==> src/rtl/lc3_ctrl_if.sv <==
// Control bundle between the LC-3 sequencer and the datapath/memory: IR fields in, loads/gates/selects/strobes out.
interface lc3_ctrl_if;
    logic       Run;
    logic       Continue;
    logic [3:0] Opcode;
    logic       IR_5;
    logic       IR_11;
    logic       BEN;

    logic       LD_MAR, LD_MDR, LD_IR, LD_BEN, LD_CC, LD_REG, LD_PC, LD_LED;
    logic       GatePC, GateMDR, GateALU, GateMARMUX;
    logic       DRMUX, SR1MUX, SR2MUX, ADDR1MUX;
    logic [1:0] ADDR2MUX, PCMUX, ALUK;
    logic       MIO_EN, Mem_OE, Mem_WE;

    modport master (
        input  Run, Continue, Opcode, IR_5, IR_11, BEN,
        output LD_MAR, LD_MDR, LD_IR, LD_BEN, LD_CC, LD_REG, LD_PC, LD_LED,
        output GatePC, GateMDR, GateALU, GateMARMUX,
        output DRMUX, SR1MUX, SR2MUX, ADDR1MUX, ADDR2MUX, PCMUX, ALUK,
        output MIO_EN, Mem_OE, Mem_WE
    );

    modport slave (
        output Run, Continue, Opcode, IR_5, IR_11, BEN,
        input  LD_MAR, LD_MDR, LD_IR, LD_BEN, LD_CC, LD_REG, LD_PC, LD_LED,
        input  GatePC, GateMDR, GateALU, GateMARMUX,
        input  DRMUX, SR1MUX, SR2MUX, ADDR1MUX, ADDR2MUX, PCMUX, ALUK,
        input  MIO_EN, Mem_OE, Mem_WE
    );
endinterface

==> src/rtl/lc3_control_unit.sv <==
// LC-3 subset fetch/decode/execute sequencer with memory wait states.
// Outputs are registered from the next state so they always match the current state.
module lc3_control_unit #(
    parameter int MEM_WAIT = 2
) (
    input  logic        Clk,
    input  logic        Reset,
    lc3_ctrl_if.master  bus
);
    typedef enum logic [4:0] {
        HALTED, S18, S33, S35, S32, S01, S05, S09, S00, S22, S12, S04,
        S21, S20, S06, S25, S27, S07, S23, S16, S15, S15_LO, S15_HI
    } state_t;

    typedef struct packed {
        logic       ld_mar, ld_mdr, ld_ir, ld_ben, ld_cc, ld_reg, ld_pc, ld_led;
        logic       gate_pc, gate_mdr, gate_alu, gate_marmux;
        logic       drmux, sr1mux, sr2_en, addr1mux;
        logic [1:0] addr2mux, pcmux, aluk;
        logic       mio_en, mem_oe, mem_we;
    } ctrl_t;

    localparam logic [2:0] LAST_WAIT = 3'(MEM_WAIT - 1);

    state_t     state_q, state_d;
    logic [2:0] wait_q, wait_d;
    ctrl_t      out_q;

    function automatic ctrl_t idle_ctrl();
        ctrl_t c;
        c        = '0;
        c.mem_oe = 1'b1;
        c.mem_we = 1'b1;
        return c;
    endfunction

    function automatic ctrl_t decode(state_t s, logic last_wait);
        ctrl_t c;
        c = idle_ctrl();
        case (s)
            S18: begin c.gate_pc = 1'b1; c.ld_mar = 1'b1; c.ld_pc = 1'b1; c.pcmux = 2'b00; end
            S33, S25: begin
                c.mem_oe = 1'b0; c.mio_en = 1'b1; c.ld_mdr = last_wait;
            end
            S35: begin c.gate_mdr = 1'b1; c.ld_ir = 1'b1; end
            S32: c.ld_ben = 1'b1;
            S01, S05: begin
                c.sr2_en = 1'b1; c.aluk = (s == S05) ? 2'b01 : 2'b00;
                c.gate_alu = 1'b1; c.ld_reg = 1'b1; c.ld_cc = 1'b1; c.sr1mux = 1'b1;
            end
            S09: begin
                c.aluk = 2'b10; c.gate_alu = 1'b1; c.ld_reg = 1'b1; c.ld_cc = 1'b1; c.sr1mux = 1'b1;
            end
            S22: begin c.addr2mux = 2'b10; c.pcmux = 2'b10; c.ld_pc = 1'b1; end
            S12, S20: begin
                c.sr1mux = 1'b1; c.addr1mux = 1'b1; c.pcmux = 2'b10; c.ld_pc = 1'b1;
            end
            S04: begin c.gate_pc = 1'b1; c.drmux = 1'b1; c.ld_reg = 1'b1; end
            S21: begin c.addr2mux = 2'b11; c.pcmux = 2'b10; c.ld_pc = 1'b1; end
            S06, S07: begin
                c.sr1mux = 1'b1; c.addr1mux = 1'b1; c.addr2mux = 2'b01;
                c.gate_marmux = 1'b1; c.ld_mar = 1'b1;
            end
            S27: begin c.gate_mdr = 1'b1; c.ld_reg = 1'b1; c.ld_cc = 1'b1; end
            S23: begin c.aluk = 2'b11; c.gate_alu = 1'b1; c.ld_mdr = 1'b1; end
            S16: c.mem_we = 1'b0;
            S15: c.ld_led = 1'b1;
            default: ;
        endcase
        return c;
    endfunction

    always_comb begin
        state_d = state_q;
        wait_d  = 3'd0;
        case (state_q)
            HALTED: state_d = bus.Run ? S18 : HALTED;
            S18:    state_d = S33;
            // Memory states hold until the wait counter reaches its last cycle
            S33, S25, S16: begin
                if (wait_q == LAST_WAIT) begin
                    state_d = (state_q == S33) ? S35 : (state_q == S25) ? S27 : S18;
                end else begin
                    wait_d = wait_q + 3'd1;
                end
            end
            S35:    state_d = S32;
            S32: begin
                case (bus.Opcode)
                    4'b0001: state_d = S01;
                    4'b0101: state_d = S05;
                    4'b1001: state_d = S09;
                    4'b0000: state_d = S00;
                    4'b1100: state_d = S12;
                    4'b0100: state_d = S04;
                    4'b0110: state_d = S06;
                    4'b0111: state_d = S07;
                    4'b1101: state_d = S15;
                    default: state_d = S18;
                endcase
            end
            S00:    state_d = bus.BEN ? S22 : S18;
            S04:    state_d = bus.IR_11 ? S21 : S20;
            S06:    state_d = S25;
            S07:    state_d = S23;
            S23:    state_d = S16;
            // PAUSE always needs a full press-and-release of Continue
            S15, S15_LO: state_d = bus.Continue ? S15_HI : S15_LO;
            S15_HI: state_d = bus.Continue ? S15_HI : S18;
            default: state_d = S18;
        endcase
    end

    always_ff @(posedge Clk) begin
        if (Reset) begin
            state_q <= HALTED;
            wait_q  <= 3'd0;
            out_q   <= idle_ctrl();
        end else begin
            state_q <= state_d;
            wait_q  <= wait_d;
            out_q   <= decode(state_d, wait_d == LAST_WAIT);
        end
    end

    assign bus.LD_MAR     = out_q.ld_mar;
    assign bus.LD_MDR     = out_q.ld_mdr;
    assign bus.LD_IR      = out_q.ld_ir;
    assign bus.LD_BEN     = out_q.ld_ben;
    assign bus.LD_CC      = out_q.ld_cc;
    assign bus.LD_REG     = out_q.ld_reg;
    assign bus.LD_PC      = out_q.ld_pc;
    assign bus.LD_LED     = out_q.ld_led;
    assign bus.GatePC     = out_q.gate_pc;
    assign bus.GateMDR    = out_q.gate_mdr;
    assign bus.GateALU    = out_q.gate_alu;
    assign bus.GateMARMUX = out_q.gate_marmux;
    assign bus.DRMUX      = out_q.drmux;
    assign bus.SR1MUX     = out_q.sr1mux;
    assign bus.SR2MUX     = out_q.sr2_en & bus.IR_5;
    assign bus.ADDR1MUX   = out_q.addr1mux;
    assign bus.ADDR2MUX   = out_q.addr2mux;
    assign bus.PCMUX      = out_q.pcmux;
    assign bus.ALUK       = out_q.aluk;
    assign bus.MIO_EN     = out_q.mio_en;
    assign bus.Mem_OE     = out_q.mem_oe;
    assign bus.Mem_WE     = out_q.mem_we;
endmodule
==> src/flat_wrapper.sv <==
// flat-port wrapper written by rule: the top's interface ports become plain ports
module lc3_control_unit_flat 
#(
    parameter int MEM_WAIT = 2
)
  (Clk, Reset, bus_Run, bus_Continue, bus_Opcode, bus_IR_5, bus_IR_11, bus_BEN, bus_LD_MAR, bus_LD_MDR, bus_LD_IR, bus_LD_BEN, bus_LD_CC, bus_LD_REG, bus_LD_PC, bus_LD_LED, bus_GatePC, bus_GateMDR, bus_GateALU, bus_GateMARMUX, bus_DRMUX, bus_SR1MUX, bus_SR2MUX, bus_ADDR1MUX, bus_ADDR2MUX, bus_PCMUX, bus_ALUK, bus_MIO_EN, bus_Mem_OE, bus_Mem_WE);
  lc3_ctrl_if bus_i ();
  input  logic Clk;
  input  logic Reset;
  input wire logic [$bits(bus_i.Run)-1:0] bus_Run;
  input wire logic [$bits(bus_i.Continue)-1:0] bus_Continue;
  input wire logic [$bits(bus_i.Opcode)-1:0] bus_Opcode;
  input wire logic [$bits(bus_i.IR_5)-1:0] bus_IR_5;
  input wire logic [$bits(bus_i.IR_11)-1:0] bus_IR_11;
  input wire logic [$bits(bus_i.BEN)-1:0] bus_BEN;
  output wire logic [$bits(bus_i.LD_MAR)-1:0] bus_LD_MAR;
  output wire logic [$bits(bus_i.LD_MDR)-1:0] bus_LD_MDR;
  output wire logic [$bits(bus_i.LD_IR)-1:0] bus_LD_IR;
  output wire logic [$bits(bus_i.LD_BEN)-1:0] bus_LD_BEN;
  output wire logic [$bits(bus_i.LD_CC)-1:0] bus_LD_CC;
  output wire logic [$bits(bus_i.LD_REG)-1:0] bus_LD_REG;
  output wire logic [$bits(bus_i.LD_PC)-1:0] bus_LD_PC;
  output wire logic [$bits(bus_i.LD_LED)-1:0] bus_LD_LED;
  output wire logic [$bits(bus_i.GatePC)-1:0] bus_GatePC;
  output wire logic [$bits(bus_i.GateMDR)-1:0] bus_GateMDR;
  output wire logic [$bits(bus_i.GateALU)-1:0] bus_GateALU;
  output wire logic [$bits(bus_i.GateMARMUX)-1:0] bus_GateMARMUX;
  output wire logic [$bits(bus_i.DRMUX)-1:0] bus_DRMUX;
  output wire logic [$bits(bus_i.SR1MUX)-1:0] bus_SR1MUX;
  output wire logic [$bits(bus_i.SR2MUX)-1:0] bus_SR2MUX;
  output wire logic [$bits(bus_i.ADDR1MUX)-1:0] bus_ADDR1MUX;
  output wire logic [$bits(bus_i.ADDR2MUX)-1:0] bus_ADDR2MUX;
  output wire logic [$bits(bus_i.PCMUX)-1:0] bus_PCMUX;
  output wire logic [$bits(bus_i.ALUK)-1:0] bus_ALUK;
  output wire logic [$bits(bus_i.MIO_EN)-1:0] bus_MIO_EN;
  output wire logic [$bits(bus_i.Mem_OE)-1:0] bus_Mem_OE;
  output wire logic [$bits(bus_i.Mem_WE)-1:0] bus_Mem_WE;
  assign bus_i.Run = bus_Run;
  assign bus_i.Continue = bus_Continue;
  assign bus_i.Opcode = bus_Opcode;
  assign bus_i.IR_5 = bus_IR_5;
  assign bus_i.IR_11 = bus_IR_11;
  assign bus_i.BEN = bus_BEN;
  assign bus_LD_MAR = bus_i.LD_MAR;
  assign bus_LD_MDR = bus_i.LD_MDR;
  assign bus_LD_IR = bus_i.LD_IR;
  assign bus_LD_BEN = bus_i.LD_BEN;
  assign bus_LD_CC = bus_i.LD_CC;
  assign bus_LD_REG = bus_i.LD_REG;
  assign bus_LD_PC = bus_i.LD_PC;
  assign bus_LD_LED = bus_i.LD_LED;
  assign bus_GatePC = bus_i.GatePC;
  assign bus_GateMDR = bus_i.GateMDR;
  assign bus_GateALU = bus_i.GateALU;
  assign bus_GateMARMUX = bus_i.GateMARMUX;
  assign bus_DRMUX = bus_i.DRMUX;
  assign bus_SR1MUX = bus_i.SR1MUX;
  assign bus_SR2MUX = bus_i.SR2MUX;
  assign bus_ADDR1MUX = bus_i.ADDR1MUX;
  assign bus_ADDR2MUX = bus_i.ADDR2MUX;
  assign bus_PCMUX = bus_i.PCMUX;
  assign bus_ALUK = bus_i.ALUK;
  assign bus_MIO_EN = bus_i.MIO_EN;
  assign bus_Mem_OE = bus_i.Mem_OE;
  assign bus_Mem_WE = bus_i.Mem_WE;
  lc3_control_unit #(.MEM_WAIT(MEM_WAIT)) u_core (.Clk(Clk), .Reset(Reset), .bus(bus_i));
endmodule
==> config.mk <==
export PLATFORM = sky130hd
export DESIGN_NAME = lc3_control_unit_flat
export DESIGN_NICKNAME = d
export VERILOG_FILES = /design/src/rtl/lc3_ctrl_if.sv /design/src/rtl/lc3_control_unit.sv /design/src/flat_wrapper.sv
export SDC_FILE = /design/constraint.sdc
export NUM_CORES = 1
export LEC_CHECK = 0
export ABC_AREA = 1
export BUFFER_PORTS_ARGS = -buffer_cell sky130_fd_sc_hd__buf_2
export CELL_PAD_IN_SITES_DETAIL_PLACEMENT = 0
export CELL_PAD_IN_SITES_GLOBAL_PLACEMENT = 1
export CORE_UTILIZATION = 42
export DETAILED_ROUTE_END_ITERATION = 8
export PLACE_DENSITY = 0.85
export SLEW_MARGIN = 20
export SYNTH_ARGS = -nofsm -noshare
export SYNTH_HDL_FRONTEND = slang
export SYNTH_SLANG_ARGS = --single-unit
==> constraint.sdc <==
create_clock -name Clk -period 3.6 [get_ports Clk]
set_input_delay 0.36 -clock Clk [delete_from_list [all_inputs] [get_ports Clk]]
set_output_delay 0.36 -clock Clk [all_outputs]
set_load 0.005 [all_outputs]
==> results.sh <==
export IMPL_status="complete, no violations"
export IMPL_hold_class="in -> reg"
export IMPL_clk_latency_ns=0.28
export IMPL_whs_path_depth=2
export IMPL_layout_drive_gt1_share=0.261
export IMPL_powerDensity_mw_per_mm2=593
export IMPL_die_w_um=68.8
export IMPL_p_leak_nw=1.24
export IMPL_fp_row_count=23
export IMPL_numClockSinks=32
export IMPL_utilization=0.516
export IMPL_vias_per_cell=4.95
export IMPL_drt_iter0_markers=89
export IMPL_r2r_end="u_core.bus.ADDR2MUX[0]"
export IMPL_cts_resized=0
export IMPL_fin_nets=322
export IMPL_finalHoldViolations=0
export IMPL_post_cts_setup_buffers=0
export IMPL_area_delta_synth_final_pct=14.1
export IMPL_first_pass_iters=4
export IMPL_post_drt_wl_per_cell_um=11.8
export IMPL_grt_max_degree=11
export IMPL_grt_pass1_wl_mm=7.00
export IMPL_fmax_ghz=0.495
export IMPL_num_io_pins=36
export IMPL_p_sw_uw=498
export IMPL_place_hpwl_mm=3.29
export IMPL_synthCells=274
export IMPL_crit_fanout=10
export IMPL_n_fill_cell=449
export IMPL_startpoint_type="register"
export IMPL_cp_required_ns=3.76
export IMPL_multiInputGateArea_mm2=0.00100
export IMPL_hp_start="Reset"
export IMPL_gr_total_overflow=0
export IMPL_cts_made_buffers=5
export IMPL_arrival_ns=2.18
export IMPL_syn_area_mm2=0.00187
export IMPL_synth_nets=291
export IMPL_reg2reg_depth=11
export IMPL_seq_power_share=0.346
export IMPL_p_sw_frac=0.393
export IMPL_worst_hold_path_endpoint="u_core.state_q[2]"
export IMPL_initial_core_util=0.452
export IMPL_finalMaxSlewViolations=0
export IMPL_rsz0062_at_grt="no"
export IMPL_intPower_uw=769
export IMPL_io_buffers=34
export IMPL_clkSlewWorstSetupHoldPaths_ns=0.07
export IMPL_antennaDiodeCount=0
export IMPL_grt_pass1_vias=1598
export IMPL_ys_warn_count=0
export IMPL_ys_types=24
export IMPL_combPwrFrac=0.389
export IMPL_ys_ff_latch=32
export IMPL_max_stage_delay_ns=0.50
export IMPL_hold_buffers=0
export IMPL_gp_congestion=0.910
export IMPL_slowest_stage="dfxtp_1"
export IMPL_dr_total_vias=1762
export IMPL_remaining_drc_errors=0
export IMPL_design_area_mm2=0.00214
export IMPL_synth_area_per_cell_um2=6.84
export IMPL_setup_tns_ns=0
export IMPL_ant_nets=0
export IMPL_routed_wl_mm=4.20
export IMPL_setup_violations=0
export IMPL_r2r_setup_slack_ns=1.58
export IMPL_path_cells="inv_2 -> nand3_1 -> nand2_1 -> nor2_1 -> nand2_1 -> nor2_1 -> nand3_1 -> nand3_1 -> nor2_1 -> nor2_2 -> o21ai_0"
export IMPL_ys_seq_area_frac=0.342
export IMPL_end_kind="register"
export IMPL_die_area_mm2=0.00473
export IMPL_p_total_mw=1.27
export IMPL_seqCellArea_um2=641
export IMPL_h_tree_depth=2
export IMPL_period_needed_ns=2.02
export IMPL_path_class="reg -> reg"
export IMPL_grt_antenna_before_repair=0
export IMPL_irDropWorstVdd_uv=347
export IMPL_period_share=0.561
export IMPL_clock_skew_ns=0.00397
export IMPL_fp_coreArea_mm2=0.00414
export IMPL_tritoncts="done"
export IMPL_mostFrequentLayoutCells="nand2_1, nand3_1, inv_1"
export IMPL_clkPwrFrac=0.265
export IMPL_layout_commonest_cell="nand2_1"
export IMPL_cap_violations=0
export IMPL_r2r_start="u_core.state_q[4]"
export IMPL_cts_max_path_buffers=2
export IMPL_root_buffer="clkbuf_8"
export IMPL_place_area_mm2=0.00203
export IMPL_die_h_um=68.8
export IMPL_grt_usage=0.201
## cell type report
type                       count  share of cell area
inverter                      41              0.0720
tap                           50              0.0293
multi-input combinational    191               0.469
clock inverter                 2              0.0164
clock buffer                   6              0.0339
timing repair buffer          34              0.0796
sequential                    32               0.300
## power by group through the flow
stage                     Combinational [mW]  Sequential, mW  Clock, mW
after global routing                   0.559           0.446      0.355
final                                  0.493           0.438      0.336
after global placement                 0.488           0.445          0
after floorplan                        0.364           0.446          0
after CTS                              0.487           0.439      0.341
after detailed placement               0.484           0.446          0
## how the worst max path moves through the flow
stage                      startpoint                     end  slack [ns]  cells past startpoint
floorplan               bus_Opcode[1]  u_core.bus.ADDR2MUX[0]        1.91                     13
global placement        bus_Opcode[0]  u_core.bus.ADDR2MUX[0]        1.54                     14
detailed placement      bus_Opcode[1]  u_core.bus.ADDR2MUX[0]        1.52                     14
CTS                 u_core.state_q[4]      u_core.bus.GateMDR        1.63                     10
global route        u_core.state_q[4]      u_core.bus.GateMDR        1.41                     10
finish              u_core.state_q[4]  u_core.bus.ADDR2MUX[0]        1.58                     11
## synth_stat cells
| cell | number | share of area |
|---|---|---|
| a211oi_1 | 1 | 0.0040 |
| a21oi_1 | 5 | 0.013 |
| buf_2 | 2 | 0.0053 |
| buf_4 | 7 | 0.028 |
| clkbuf_8 | 1 | 0.0073 |
| conb_1 | 1 | 0.0020 |
| dfxtp_1 | 32 | 0.34 |
| ha_1 | 6 | 0.040 |
| inv_1 | 35 | 0.070 |
| inv_2 | 6 | 0.012 |
| nand2_1 | 65 | 0.13 |
| nand2_2 | 10 | 0.033 |
| nand3_1 | 37 | 0.099 |
| nand3_2 | 5 | 0.027 |
| nand3b_1 | 1 | 0.0040 |
| nand4_1 | 6 | 0.020 |
| nor2_1 | 24 | 0.048 |
| nor2_2 | 10 | 0.033 |
| nor2_4 | 5 | 0.030 |
| nor3_1 | 2 | 0.0053 |
| nor3_2 | 2 | 0.011 |
| nor3_4 | 1 | 0.0087 |
| o21ai_0 | 7 | 0.019 |
| o21ai_1 | 3 | 0.0080 |
## worst max-delay path, delay by kind of cell, from the launching register on
kind,cells,cell delay [ns]
compound gates,1,0.10
buf+inv,1,0.16
flops,1,0.50
simple gates,9,1.15
## per-stage QoR
stage | setup slack, ns | std cells | hold slack, ns
floorplan | 1.91 | 274 | 0.450
global placement | 1.54 | 348 | 0.476
detailed placement | 1.52 | 348 | 0.483
global route | 1.41 | 356 | 0.416
finish | 1.58 | 356 | 0.407
CTS | 1.63 | 356 | 0.399
## cells by family after synthesis
kind of cell,share of synthesized area
compound gates,0.0441
fa+ha+maj,0.0401
buf+inv,0.123
flops,0.342
other cells,0.00200
simple gates,0.449
## routing by layer
layer  routed length, um  track usage  share of wire  vias to the layer above
li1                    -            -              -                      914
met1                2070        0.267           0.49                      791
met2                1840        0.322           0.44                       50
met3                 222       0.0395          0.053                        7
met4                  55       0.0689          0.013                        0
met5                   0            0              0                        -
## registers in the layout, indices dropped and copies added, names as in the netlist, 2 cells and up
| name | flops |
|---|---|
| u_core.bus.ADDR2MUX | 2 |
| u_core.bus.ALUK | 2 |
| u_core.state_q | 5 |
| u_core.wait_q | 3 |
No activity file was read; power rests on OpenSTA's default activity.
